$ cat config.mk
export PLATFORM = sky130hd
export DESIGN_NAME = nm_frame_counter_flat
export DESIGN_NICKNAME = d
export VERILOG_FILES = /design/src/rtl/nm_frame_counter_if.sv /design/src/rtl/nm_frame_counter.sv /design/src/flat_wrapper.sv
export SDC_FILE = /design/constraint.sdc
export NUM_CORES = 1
export LEC_CHECK = 0
export CAP_MARGIN = 10
export CORE_MARGIN = 3
export CORE_UTILIZATION = 40
export CTS_CLUSTER_SIZE = 20
export DETAILED_ROUTE_END_ITERATION = 10
export DONT_BUFFER_PORTS = 1
export GPL_TIMING_DRIVEN = 0
export PLACE_DENSITY = 0.57
export SLEW_MARGIN = 20
export SYNTH_ARGS = -nofsm -noshare
export SYNTH_HDL_FRONTEND = slang
export SYNTH_SLANG_ARGS = --single-unit
$ cat constraint.sdc
create_clock -name clk_out -period 1.8 [get_ports clk_out]
set_input_delay 0.36 -clock clk_out [delete_from_list [all_inputs] [get_ports clk_out]]
set_output_delay 0.36 -clock clk_out [all_outputs]
set_load 0.02 [all_outputs]
$ cat src/rtl/nm_frame_counter_if.sv
// Signal bundle between the MDLL select logic and the frame counter stage.
// The master requests ratios and run state; the slave reports counters, decodes and active ratios.
interface nm_frame_counter_if;
    logic       en;
    logic [3:0] N;
    logic [1:0] M;
    logic [3:0] N_counter;
    logic [1:0] M_counter;
    logic       DIV_N;
    logic       DIV_M;
    logic [3:0] N_act;
    logic [1:0] M_act;
    logic       cfg_upd;

    modport master (
        output en, N, M,
        input  N_counter, M_counter, DIV_N, DIV_M, N_act, M_act, cfg_upd
    );

    modport slave (
        input  en, N, M,
        output N_counter, M_counter, DIV_N, DIV_M, N_act, M_act, cfg_upd
    );
endinterface

$ cat src/rtl/nm_frame_counter.sv
// Nested N x M frame counter on clk_out; divide ratios are latched only at frame boundaries
// so the downstream select logic never sees a counter glitch mid-frame.
module nm_frame_counter (
    input  logic                 clk_out,
    input  logic                 rst_n,
    nm_frame_counter_if.slave    bus
);

    typedef enum logic {IDLE, RUN} state_t;

    state_t     state_q, state_d;
    logic [3:0] n_cnt_q, n_cnt_d;
    logic [1:0] m_cnt_q, m_cnt_d;
    logic [3:0] n_act_q, n_act_d;
    logic [1:0] m_act_q, m_act_d;
    logic       cfg_upd_q, cfg_upd_d;

    logic [3:0] n_safe;
    logic [1:0] m_safe;
    logic       n_last;
    logic       m_last;
    logic       cfg_diff;

    // A requested ratio of 0 behaves as 1 so the counters always have a reachable terminal value.
    assign n_safe   = (bus.N == 4'd0) ? 4'd1 : bus.N;
    assign m_safe   = (bus.M == 2'd0) ? 2'd1 : bus.M;
    assign cfg_diff = (n_safe != n_act_q) || (m_safe != m_act_q);

    assign n_last = (n_cnt_q == n_act_q);
    assign m_last = (m_cnt_q == m_act_q);

    always_ff @(posedge clk_out or negedge rst_n) begin
        if (!rst_n) begin
            state_q   <= IDLE;
            n_cnt_q   <= 4'd0;
            m_cnt_q   <= 2'd0;
            n_act_q   <= 4'd0;
            m_act_q   <= 2'd0;
            cfg_upd_q <= 1'b0;
        end else begin
            state_q   <= state_d;
            n_cnt_q   <= n_cnt_d;
            m_cnt_q   <= m_cnt_d;
            n_act_q   <= n_act_d;
            m_act_q   <= m_act_d;
            cfg_upd_q <= cfg_upd_d;
        end
    end

    always_comb begin
        state_d   = state_q;
        n_cnt_d   = n_cnt_q;
        m_cnt_d   = m_cnt_q;
        n_act_d   = n_act_q;
        m_act_d   = m_act_q;
        cfg_upd_d = 1'b0;

        case (state_q)
            IDLE: begin
                if (bus.en) begin
                    state_d   = RUN;
                    n_cnt_d   = 4'd1;
                    m_cnt_d   = 2'd1;
                    n_act_d   = n_safe;
                    m_act_d   = m_safe;
                    cfg_upd_d = cfg_diff;
                end
            end
            RUN: begin
                if (!n_last) begin
                    n_cnt_d = n_cnt_q + 4'd1;
                end else if (!m_last) begin
                    n_cnt_d = 4'd1;
                    m_cnt_d = m_cnt_q + 2'd1;
                end else if (bus.en) begin
                    // Frame boundary: the only point where en is honoured and ratios may change.
                    n_cnt_d   = 4'd1;
                    m_cnt_d   = 2'd1;
                    n_act_d   = n_safe;
                    m_act_d   = m_safe;
                    cfg_upd_d = cfg_diff;
                end else begin
                    state_d = IDLE;
                    n_cnt_d = 4'd0;
                    m_cnt_d = 2'd0;
                end
            end
            default: begin
                state_d = IDLE;
                n_cnt_d = 4'd0;
                m_cnt_d = 2'd0;
            end
        endcase
    end

    assign bus.N_counter = n_cnt_q;
    assign bus.M_counter = m_cnt_q;
    assign bus.DIV_N     = (state_q == RUN) && n_last;
    assign bus.DIV_M     = (state_q == RUN) && n_last && m_last;
    assign bus.N_act     = n_act_q;
    assign bus.M_act     = m_act_q;
    assign bus.cfg_upd   = cfg_upd_q;

endmodule

$ cat src/flat_wrapper.sv
// flat-port wrapper written by rule: the top's interface ports become plain ports
module nm_frame_counter_flat 
  (clk_out, rst_n, bus_en, bus_N, bus_M, bus_N_counter, bus_M_counter, bus_DIV_N, bus_DIV_M, bus_N_act, bus_M_act, bus_cfg_upd);
  nm_frame_counter_if bus_i ();
  input  logic clk_out;
  input  logic rst_n;
  input wire logic [$bits(bus_i.en)-1:0] bus_en;
  input wire logic [$bits(bus_i.N)-1:0] bus_N;
  input wire logic [$bits(bus_i.M)-1:0] bus_M;
  output wire logic [$bits(bus_i.N_counter)-1:0] bus_N_counter;
  output wire logic [$bits(bus_i.M_counter)-1:0] bus_M_counter;
  output wire logic [$bits(bus_i.DIV_N)-1:0] bus_DIV_N;
  output wire logic [$bits(bus_i.DIV_M)-1:0] bus_DIV_M;
  output wire logic [$bits(bus_i.N_act)-1:0] bus_N_act;
  output wire logic [$bits(bus_i.M_act)-1:0] bus_M_act;
  output wire logic [$bits(bus_i.cfg_upd)-1:0] bus_cfg_upd;
  assign bus_i.en = bus_en;
  assign bus_i.N = bus_N;
  assign bus_i.M = bus_M;
  assign bus_N_counter = bus_i.N_counter;
  assign bus_M_counter = bus_i.M_counter;
  assign bus_DIV_N = bus_i.DIV_N;
  assign bus_DIV_M = bus_i.DIV_M;
  assign bus_N_act = bus_i.N_act;
  assign bus_M_act = bus_i.M_act;
  assign bus_cfg_upd = bus_i.cfg_upd;
  nm_frame_counter u_core (.clk_out(clk_out), .rst_n(rst_n), .bus(bus_i));
endmodule
[Yosys cells after proc, flatten, opt, wreduce, memory -nomap -nowiden]
Index checks and enable logic that the tools add are counted.
Word-level totals
  memories: 0
  bits in read-only memories: 0
  output and inout port bits: 15
  logic and storage cells: 51
  bits of input ports: 9
  bits in writable memories: 0
  latch bits: 0
  register bits after elaboration: 14
Cells by class
  reductions and logical operators: 7
  multiplexer cells: 28
  multiply operators: 0
  div/mod/pow operators: 0
  bitwise operators: 1
  add/subtract/negate cells: 2
  equality and inequality tests: 7
  magnitude comparators: 0
  shifts and indexed selects: 0
Operators by type and width (number)
  $mux W4: 7
  $pmux W4 S2: 2
  $mux W2: 7
  $mux W1: 8
  $pmux W2 S2: 2
  $ne A2 B2 Y1 const B: 3
  $add A4 B1 Y4 const B: 1
  $eq A4 B4 Y1: 1
  $logic_not A4 Y1: 1
  $ne A4 B4 Y1: 1
  $pmux W1 S2: 2
  $reduce_and A2 Y1: 2
  $add A2 B1 Y2 const B: 1
  $eq A2 B2 Y1: 1
  $logic_and A1 B1 Y1: 2
  $logic_not A2 Y1: 1
  $ne A2 B2 Y1: 1
  $logic_or A1 B1 Y1: 1
  $not A1 Y1: 1

[Depth between registers and ports, before layout]
Gate-level depths: netlist of the first run.
  depth in word-level cells: 8
  mapped depth: 5
  mapped depth without buffers: 4

[Worst setup path before layout of the first run]
OpenSTA, ideal clock, no wires.
  path type: register -> output
  start point: reg u_core.n_act_q[1] (netlist: u_core.bus.N_act[1])
  end point: out bus_DIV_M
  data required time: 1.440 ns
  cell stages (with the launch flop): 5
  setup slack: -0.415 ns
  buffers on the path: 1
  arrival time: 1.855 ns
  cell sequence: dfrtp_1 > xor2_1 > or4_1 > buf_6 > nor3_1
Between the ends
  cells in the longest elaborated chain, start to end: 3
Ends and longest elaborated chain
  start, declared: RTL line nm_frame_counter.sv:14  | logic [3:0] n_act_q, n_act_d;
  start signal, assigned: RTL line nm_frame_counter.sv:44  | n_act_q <= n_act_d;
  $eq A4 B4 Y1: RTL line nm_frame_counter.sv:29  | assign n_last = (n_cnt_q == n_act_q);
  $logic_and A1 B1 Y1 (2 in a row): RTL line nm_frame_counter.sv:99  | assign bus.DIV_M = (state_q == RUN) && n_last && m_last;
  end, declared: RTL line flat_wrapper.sv:13  | output wire logic [$bits(bus_i.DIV_M)-1:0] bus_DIV_M;
Every way passes these cells.

[Worst setup path in the final report of the first run]
Ends and elaborated chain as after synthesis.

==> results of run 1 <==
## worst max-delay path, delay by kind of cell, from the launching register on
family,cells,cell delay (ns)
XOR/XNOR,1,0.20
flip-flops,1,0.49
AND/OR/NAND/NOR,2,0.88
## sequential cells by signal, indices dropped and copies added, names as in the netlist
register and count:
u_core.bus.N_act 4, u_core.bus.N_counter 4, u_core.bus.cfg_upd 1, u_core.bus.M_counter 2, u_core.bus.M_act 2, u_core.state_q 1
## kinds of logic after synthesis
| kind of cell | count (synthesis) | share of synthesized area [%] |
|---|---|---|
| adder cells (fa/ha/maj) | 1 | 1.565 |
| AO/OA/AOI/OAI | 9 | 10.02 |
| AND/OR/NAND/NOR | 26 | 16.90 |
| multiplexers | 6 | 8.137 |
| flip-flops | 14 | 43.82 |
| XOR/XNOR | 14 | 15.34 |
| buffers and inverters | 7 | 4.225 |
## metal layers
metal | global-route usage [%] | vias up
li1 | - | 284
met1 | 17.74 | 295
met2 | 27.17 | 19
met3 | 5.045 | 4
met4 | 5.381 | 0
met5 | 0 | -
## path summary, 6_finish.rpt
path,cells after the start,endpoint
max in group asynchronous,1,u_core.bus.N_act[1]
worst max register to register,5,u_core.bus.N_act[2]
min in group asynchronous,1,u_core.bus.N_counter[3]
worst max-delay path,3,bus_DIV_M
worst min register to register,2,u_core.bus.N_act[0]
worst min-delay path,2,u_core.state_q
## power by group through the flow
stage          Clock [mW]  Combinational, mW  Sequential [mW]
2_1_floorplan           0              0.596            0.776
3_3_place_gp            0              0.660            0.829
3_5_place_dp            0              0.677            0.833
4_1_cts             0.185              0.760            0.834
5_1_grt             0.208              0.862            0.870
6_report            0.186              0.781            0.840
## cell usage after synthesis
master	number	area [um^2]
inv_1	5	18.77
nor2_1	4	15.01
mux2i_1	2	20.02
and4_1	1	8.760
a211oi_1	1	7.510
nand2_1	5	18.77
o22ai_4	1	20.02
xor2_1	5	43.79
or4_1	1	7.510
nand4_1	2	12.51
clkbuf_1	1	3.750
a32o_1	1	10.01
a32oi_1	1	8.760
nor4_1	2	12.51
mux2_2	4	45.04
nor3_1	4	20.02
o31a_2	1	10.01
nand3_1	4	20.02
xnor2_1	9	78.83
buf_6	1	11.26
a311oi_1	1	8.760
ha_1	1	12.51
dfrtp_1	14	350.3
and3_2	1	7.510
o21ai_0	3	15.01
nor2b_1	2	12.51
## timing repair
item | 4_1_cts | 5_1_grt
gates resized for setup | 11 | 5
gates cloned | 0 | 0
buffers inserted | 2 | 0
hold buffers | 1 | 0
pin swaps | 4 | 4
endpoints found under the setup margin | 10 | 16
hold endpoints to repair | 14 | 0
## cell type report
| cell class | count | area, um^2 | share of cell area, % |
|---|---|---|---|
| tap | 25 | 31.28 | 3.333 |
| sequential | 14 | 360.3 | 38.40 |
| clock buffer | 3 | 22.52 | 2.400 |
| timing repair buffer | 3 | 32.53 | 3.467 |
| inverter | 5 | 18.77 | 2.000 |
| buffer | 1 | 3.754 | 0.4000 |
| multi-input combinational | 56 | 469.2 | 50.00 |
## through the flow
step / instances / setup WS (ns) / util [%] / TNS [ns] / power (mW)
finish: 107 / -0.4097 / 52.08 / -2.873 / 1.807
global route: 107 / -0.4450 / 52.08 / -3.427 / 1.939
CTS: 108 / -0.4924 / 51.46 / -4.102 / 1.779
detailed placement: 102 / -0.3036 / 47.01 / -1.885 / 1.510
global placement: 102 / -0.3050 / 47.01 / -1.910 / 1.489
floorplan: 77 / -0.1937 / - / -1.076 / 1.372
==> metrics.cfg, run 1 <==
[final_layout]
final_area_um2 = 938.4
n_fill_cell = 185
syn_to_final_growth_pct = 17.37
mostFrequentLayoutCell = xnor2_1
antenna_cells_inserted = 0
final_nets = 94
final_cell_mix = 9 x xnor2_1, 8 x dfrtp_2, 6 x dfrtp_1
share_of_cells_above_drive_strength_1_pct = 32.93

[power]
switching_share_pct = 47.17
total_leakage_power_nw = 0.3626
clock_power_share_pct = 10.3
vdd_ir_drop_max_mv = 0.8911
internal_power_of_the_cells_mw = 0.9548
share_comb_of_total_power_pct = 43.2
power_density_mw_per_mm2 = 1926
sequentialPowerShare_pct = 46.5
power_switching_mw = 0.8523

[detailed_routing]
detailed_route_wire_length_per_cell_um = 16.28
met2_length_um = 816
maxUsedRoutingLayer = met4
wirelength_mm = 1.742
antenna_violating_nets_remaining = 0
remaining_drc_errors = 0
detailroute.wirelength.met3_um = 122
vias_per_cell = 5.626
via_count = 602
initialDrtViolationCount = 2
met1_length_um = 780
drt_pass1_iterations = 4

[flow_run]
max-cap-violations = 0

[setup_path]
crit_path_max_incr_delay_ns = 0.59
startpoint_of_the_lowest_slack_register_to_register_path = u_core.bus.N_act[1]
crit_fanout = 4
setup.worst_path.start = u_core.bus.N_act[1]
critPathArrivalTime_ns = 1.85
crit_path_cells = xor2_1, or4_4, nor3_4
register_to_register_setup_slack_ns = -0.35
worst_ep_required_time_ns = 1.44
path_class = flop to output pin
slowest_stage = or4_4
cp-end-kind = output pin
cp-start-kind = flop

[cts]
numCtsBuffers = 3
htree_levels = 1
clk-insertion-delay-late_ns = 0.29
tritoncts = yes
cts.path.max_buffers = 2
cts_num_sinks = 14
cts.reportedPaths.clkPinSlew_ns = 0.09
clock_tree_root_buffer_cell = clkbuf_4

[floorplan]
die_height_um = 50.71
rows = 15
initial_utilization_pct = 44.38
ios = 24
design.die.area_mm2 = 0.002571
core_area_mm2 = 0.001802
die-width_um = 50.71

[synth]
synthesis.yosys.warnings = 0
yosysUniqueCellTypes = 26
syn_nets = 87
synth.yosys.seq_area_share_pct = 43.82
syn-instance-count = 77
synth.cell_area_um2 = 799.5
synth-seq-cells = 14
syn-mean-instance-area_um2 = 10.38

[timing]
setup_slack_ns = -0.4097
max_slew_margin_pct = 54.64
clock_skew_ns = 0.002843
timing.final.setup_violations = 10
unrepaired_setup_endpoints_after_global_routing = true
report.final.hold_viol_count = 0
min_period_ns = 2.210
max_transition_viols_final = 0
max_freq_mhz = 452.6
worst_slew_pin_slew_ns = 0.6781
final_min_period_over_clock_period_pct = 122.8
finalHoldWorstSlack_ns = 0.2133

[place]
globalplace.congestion = 0.7469
io_buffers = 0
area_post_placement_um2 = 847.1
place.detailed.hpwl_mm = 1.214

[grt]
vias_in_the_first_global_route = 669
grt_antenna_before_repair = 0
grt_first_pass_wirelength_mm = 2.987
grt_max_degree = 15
global_route_congestion_overflow_total = 0
grtUsageTotal_pct = 15.60

[outcome]
violated_checks = negative setup slack
run_status = finished, violations left

[min_path]
timing.hold.worst.class = primary input to flop
timing.hold.worst.start = bus_en

No activity file was read; power rests on OpenSTA's default activity.
==> run 2, diff against run 1 <==
Settings changed: BUFFER_PORTS_ARGS set to -buffer_cell sky130_fd_sc_hd__buf_4, CORE_MARGIN 3 to 5, DONT_BUFFER_PORTS 1 to unset, MAX_ROUTING_LAYER set to met4, PLACE_DENSITY 0.57 to 0.68.
==> run 2 against run 1 <==
  * The flow still finishes with violations (negative setup slack)
  * Clock power about the same
  * Cell count up 35%
  * Critical path type unchanged
  * Non-clock buffer count increased by 35
  * Die area increased by 16%
  * Clock-buffer cell count unchanged
  * Setup slack improved by 0.13 ns
  * Highest routed layer unchanged
  * Register-to-register slack improved by 0.15 ns
  * Combinational power is 88% higher
==> metrics.cfg, run 2 (synthesis gave the netlist of run 1 again) <==
[setup_path]
crit_fanout = 3  ; was 4
cp-end-kind = output pin  ; unchanged
path_class = flop to output pin  ; unchanged
cp-start-kind = flop  ; unchanged
crit_path_cells = xor2_2, or4_4, nor3_4, buf_6  ; was xor2_1, or4_4, nor3_4
r2r.worst_path.cells = 6  ; was 5
slowest_stage = or4_4  ; unchanged
setup.worst_path.start = u_core.bus.N_act[0]  ; was u_core.bus.N_act[1]
register_to_register_setup_slack_ns = -0.20  ; was -0.35 ns
worst_setup_path_endpoint = bus_DIV_M  ; unchanged
startpoint_of_the_lowest_slack_register_to_register_path = u_core.bus.N_act[0]  ; was u_core.bus.N_act[1]
critPathArrivalTime_ns = 1.72  ; was 1.85 ns
endpoint_of_the_worst_register_to_register_path = u_core.bus.N_act[3]  ; was u_core.bus.N_act[2]
crit_path_max_incr_delay_ns = 0.56  ; was 0.59 ns
worst_ep_required_time_ns = 1.44  ; about the same

[timing]
min_period_ns = 2.083  ; was 2.210 ns
report.final.hold_viol_count = 0  ; unchanged
max_slew_margin_pct = 71.39  ; was 54.64%
final_min_period_over_clock_period_pct = 115.7  ; was 122.8%
setup_slack_ns = -0.2830  ; was -0.4097 ns
unrepaired_setup_endpoints_after_global_routing = true  ; unchanged
worst_slew_pin_slew_ns = 0.4291  ; was 0.6781 ns
timing.final.setup_violations = 11  ; was 10
max_transition_viols_final = 0  ; unchanged
setup_tns_ns = -1.639  ; was -2.873 ns
clock_skew_ns = 0.001151  ; was 0.002843 ns
max_freq_mhz = 480.1  ; was 452.6 MHz

[cts]
htree_levels = 1  ; unchanged
cts.path.max_buffers = 2  ; unchanged
numCtsBuffers = 3  ; unchanged
cts_num_sinks = 14  ; unchanged
clk-insertion-delay-late_ns = 0.28  ; was 0.29 ns
cts.reportedPaths.clkPinSlew_ns = 0.09  ; about the same
clock_tree_root_buffer_cell = clkbuf_4  ; unchanged
tritoncts = yes  ; unchanged

[grt]
grtUsageTotal_pct = 15.78  ; was 15.60%
gr-usage-met2_pct = 24.41  ; was 27.17%
fraction_of_met3_tracks_used_by_global_routing_pct = 2.452  ; was 5.045%
vias_in_the_first_global_route = 715  ; was 669
global_route_congestion_overflow_total = 0  ; unchanged
met1_usage_pct = 20.34  ; was 17.74%
layer_with_the_highest_usage = met2  ; unchanged
grt_max_degree = 15  ; unchanged
grt_antenna_before_repair = 0  ; unchanged
grt_first_pass_wirelength_mm = 3.249  ; was 2.987 mm

[final_layout]
final_nets = 129  ; was 94
share_of_cells_above_drive_strength_1_pct = 50.43  ; was 32.93%
final_cell_mix = 32 x buf_4, 9 x xnor2_1, 9 x dfrtp_1  ; was 9 x xnor2_1, 8 x dfrtp_2, 6 x dfrtp_1
antenna_cells_inserted = 0  ; unchanged
n_fill_cell = 177  ; was 185
mostFrequentLayoutCell = buf_4  ; was xnor2_1
multi_input_area_um2 = 469.2  ; unchanged
layout.area.seq_um2 = 356.6  ; was 360.3 um^2
syn_to_final_growth_pct = 52.58  ; was 17.37%

[power]
total_leakage_power_nw = 0.5451  ; was 0.3626 nW
vdd_ir_drop_max_mv = 0.9458  ; was 0.8911 mV
power.total_mw = 2.278  ; was 1.807 mW
power_density_mw_per_mm2 = 1867  ; was 1926 mW/mm^2

[floorplan]
core_area_mm2 = 0.001942  ; was 0.001802 mm^2
rows = 16  ; was 15
initial_utilization_pct = 41.17  ; was 44.38%
die_height_um = 54.71  ; was 50.71 um
ios = 24  ; unchanged
design.die.area_mm2 = 0.002993  ; was 0.002571 mm^2
die-width_um = 54.71  ; was 50.71 um

[outcome]
violated_checks = negative setup slack  ; unchanged
run_status = finished, violations left  ; unchanged

[detailed_routing]
initialDrtViolationCount = 16  ; was 2
remaining_drc_errors = 0  ; unchanged
wirelength_mm = 1.918  ; was 1.742 mm
antenna_violating_nets_remaining = 0  ; unchanged
drt_pass1_iterations = 4  ; unchanged
detailed_route_wire_length_per_cell_um = 13.32  ; was 16.28 um
vias_per_cell = 4.944  ; was 5.626
via_count = 712  ; was 602

[flow_run]
max-cap-violations = 0  ; unchanged

[min_path]
timing.hold.worst.class = primary input to flop  ; unchanged

[place]
globalplace.congestion = 0.8215  ; was 0.7469
place.detailed.hpwl_mm = 1.281  ; was 1.214 mm
io_buffers = 23  ; was 0

[run 2: cell types whose count changed in the layout (fill, tap and decap cells not counted), sizes merged]
cell | previous run | this run
buf | 2 | 37
[run 2: area by class of cell]
type                       instances  share of cell area, %
buffer                             1                 0.3077
clock buffer                       3                  1.846
inverter                           5                  1.538
multi-input combinational         56                  38.46
sequential                        14                  29.23
tap                               27                  2.769
timing repair buffer              38                  25.85
[run 2: stage by stage]
stage,area [um^2],hold WS (ns),utilization (%),cells,worst slack [ns]
3_5_place_dp,1022,0.2279,52.64,127,-0.2367
2_1_floorplan,815.8,0.06441,-,77,-0.1937
6_report,1220,0.3330,62.82,144,-0.2830
3_3_place_gp,1022,0.2226,52.64,127,-0.2181
5_1_grt,1220,0.3187,62.82,144,-0.3410
4_1_cts,1172,0.3287,60.37,140,-0.3482
[run 2: metal layers]
metal / vias to the layer above / share of wire (%) / wire [um]
met2: 15 / 51 / 987
met4: 0 / 0.73 / 14
met3: 2 / 2.7 / 51
met1: 341 / 45 / 864
li1: 354 / - / -
met5: - / 0 / 0
[run 2: where the power goes]
part | internal [mW] | total, mW | switching (mW)
sequential | 0.461 | 0.622 | 0.161
combinational | 0.790 | 1.47 | 0.683
clock | 0.0775 | 0.183 | 0.105
total | 1.33 | 2.28 | 0.949
[run 2: how the worst min path moves through the flow]
stage                                    to      from  cells after the start
CTS                     u_core.bus.N_act[2]  bus_N[2]                      2
detailed placement  u_core.bus.M_counter[0]     rst_n                      1
finish                  u_core.bus.M_act[1]  bus_M[1]                      2
floorplan               u_core.bus.M_act[0]     rst_n                      0
global route            u_core.bus.M_act[1]  bus_M[1]                      2
global placement    u_core.bus.M_counter[0]     rst_n                      1
[run 2: repair_timing]
item | 4_1_cts | 5_1_grt
hold buffers | 1 | 0
buffers inserted | 9 | 5
pin swaps | 5 | 1
hold endpoints to repair | 14 | 0
gates resized for setup | 10 | 6
setup endpoints to repair | 9 | 16
[run 2: critical path: cells and delay by family, from the launching register on]
kind | cells | cell delay (ns)
DFF | 1 | 0.43
buffers and inverters | 1 | 0.14
and+or+nand+nor | 2 | 0.69
xor gates and xnor gates | 1 | 0.18
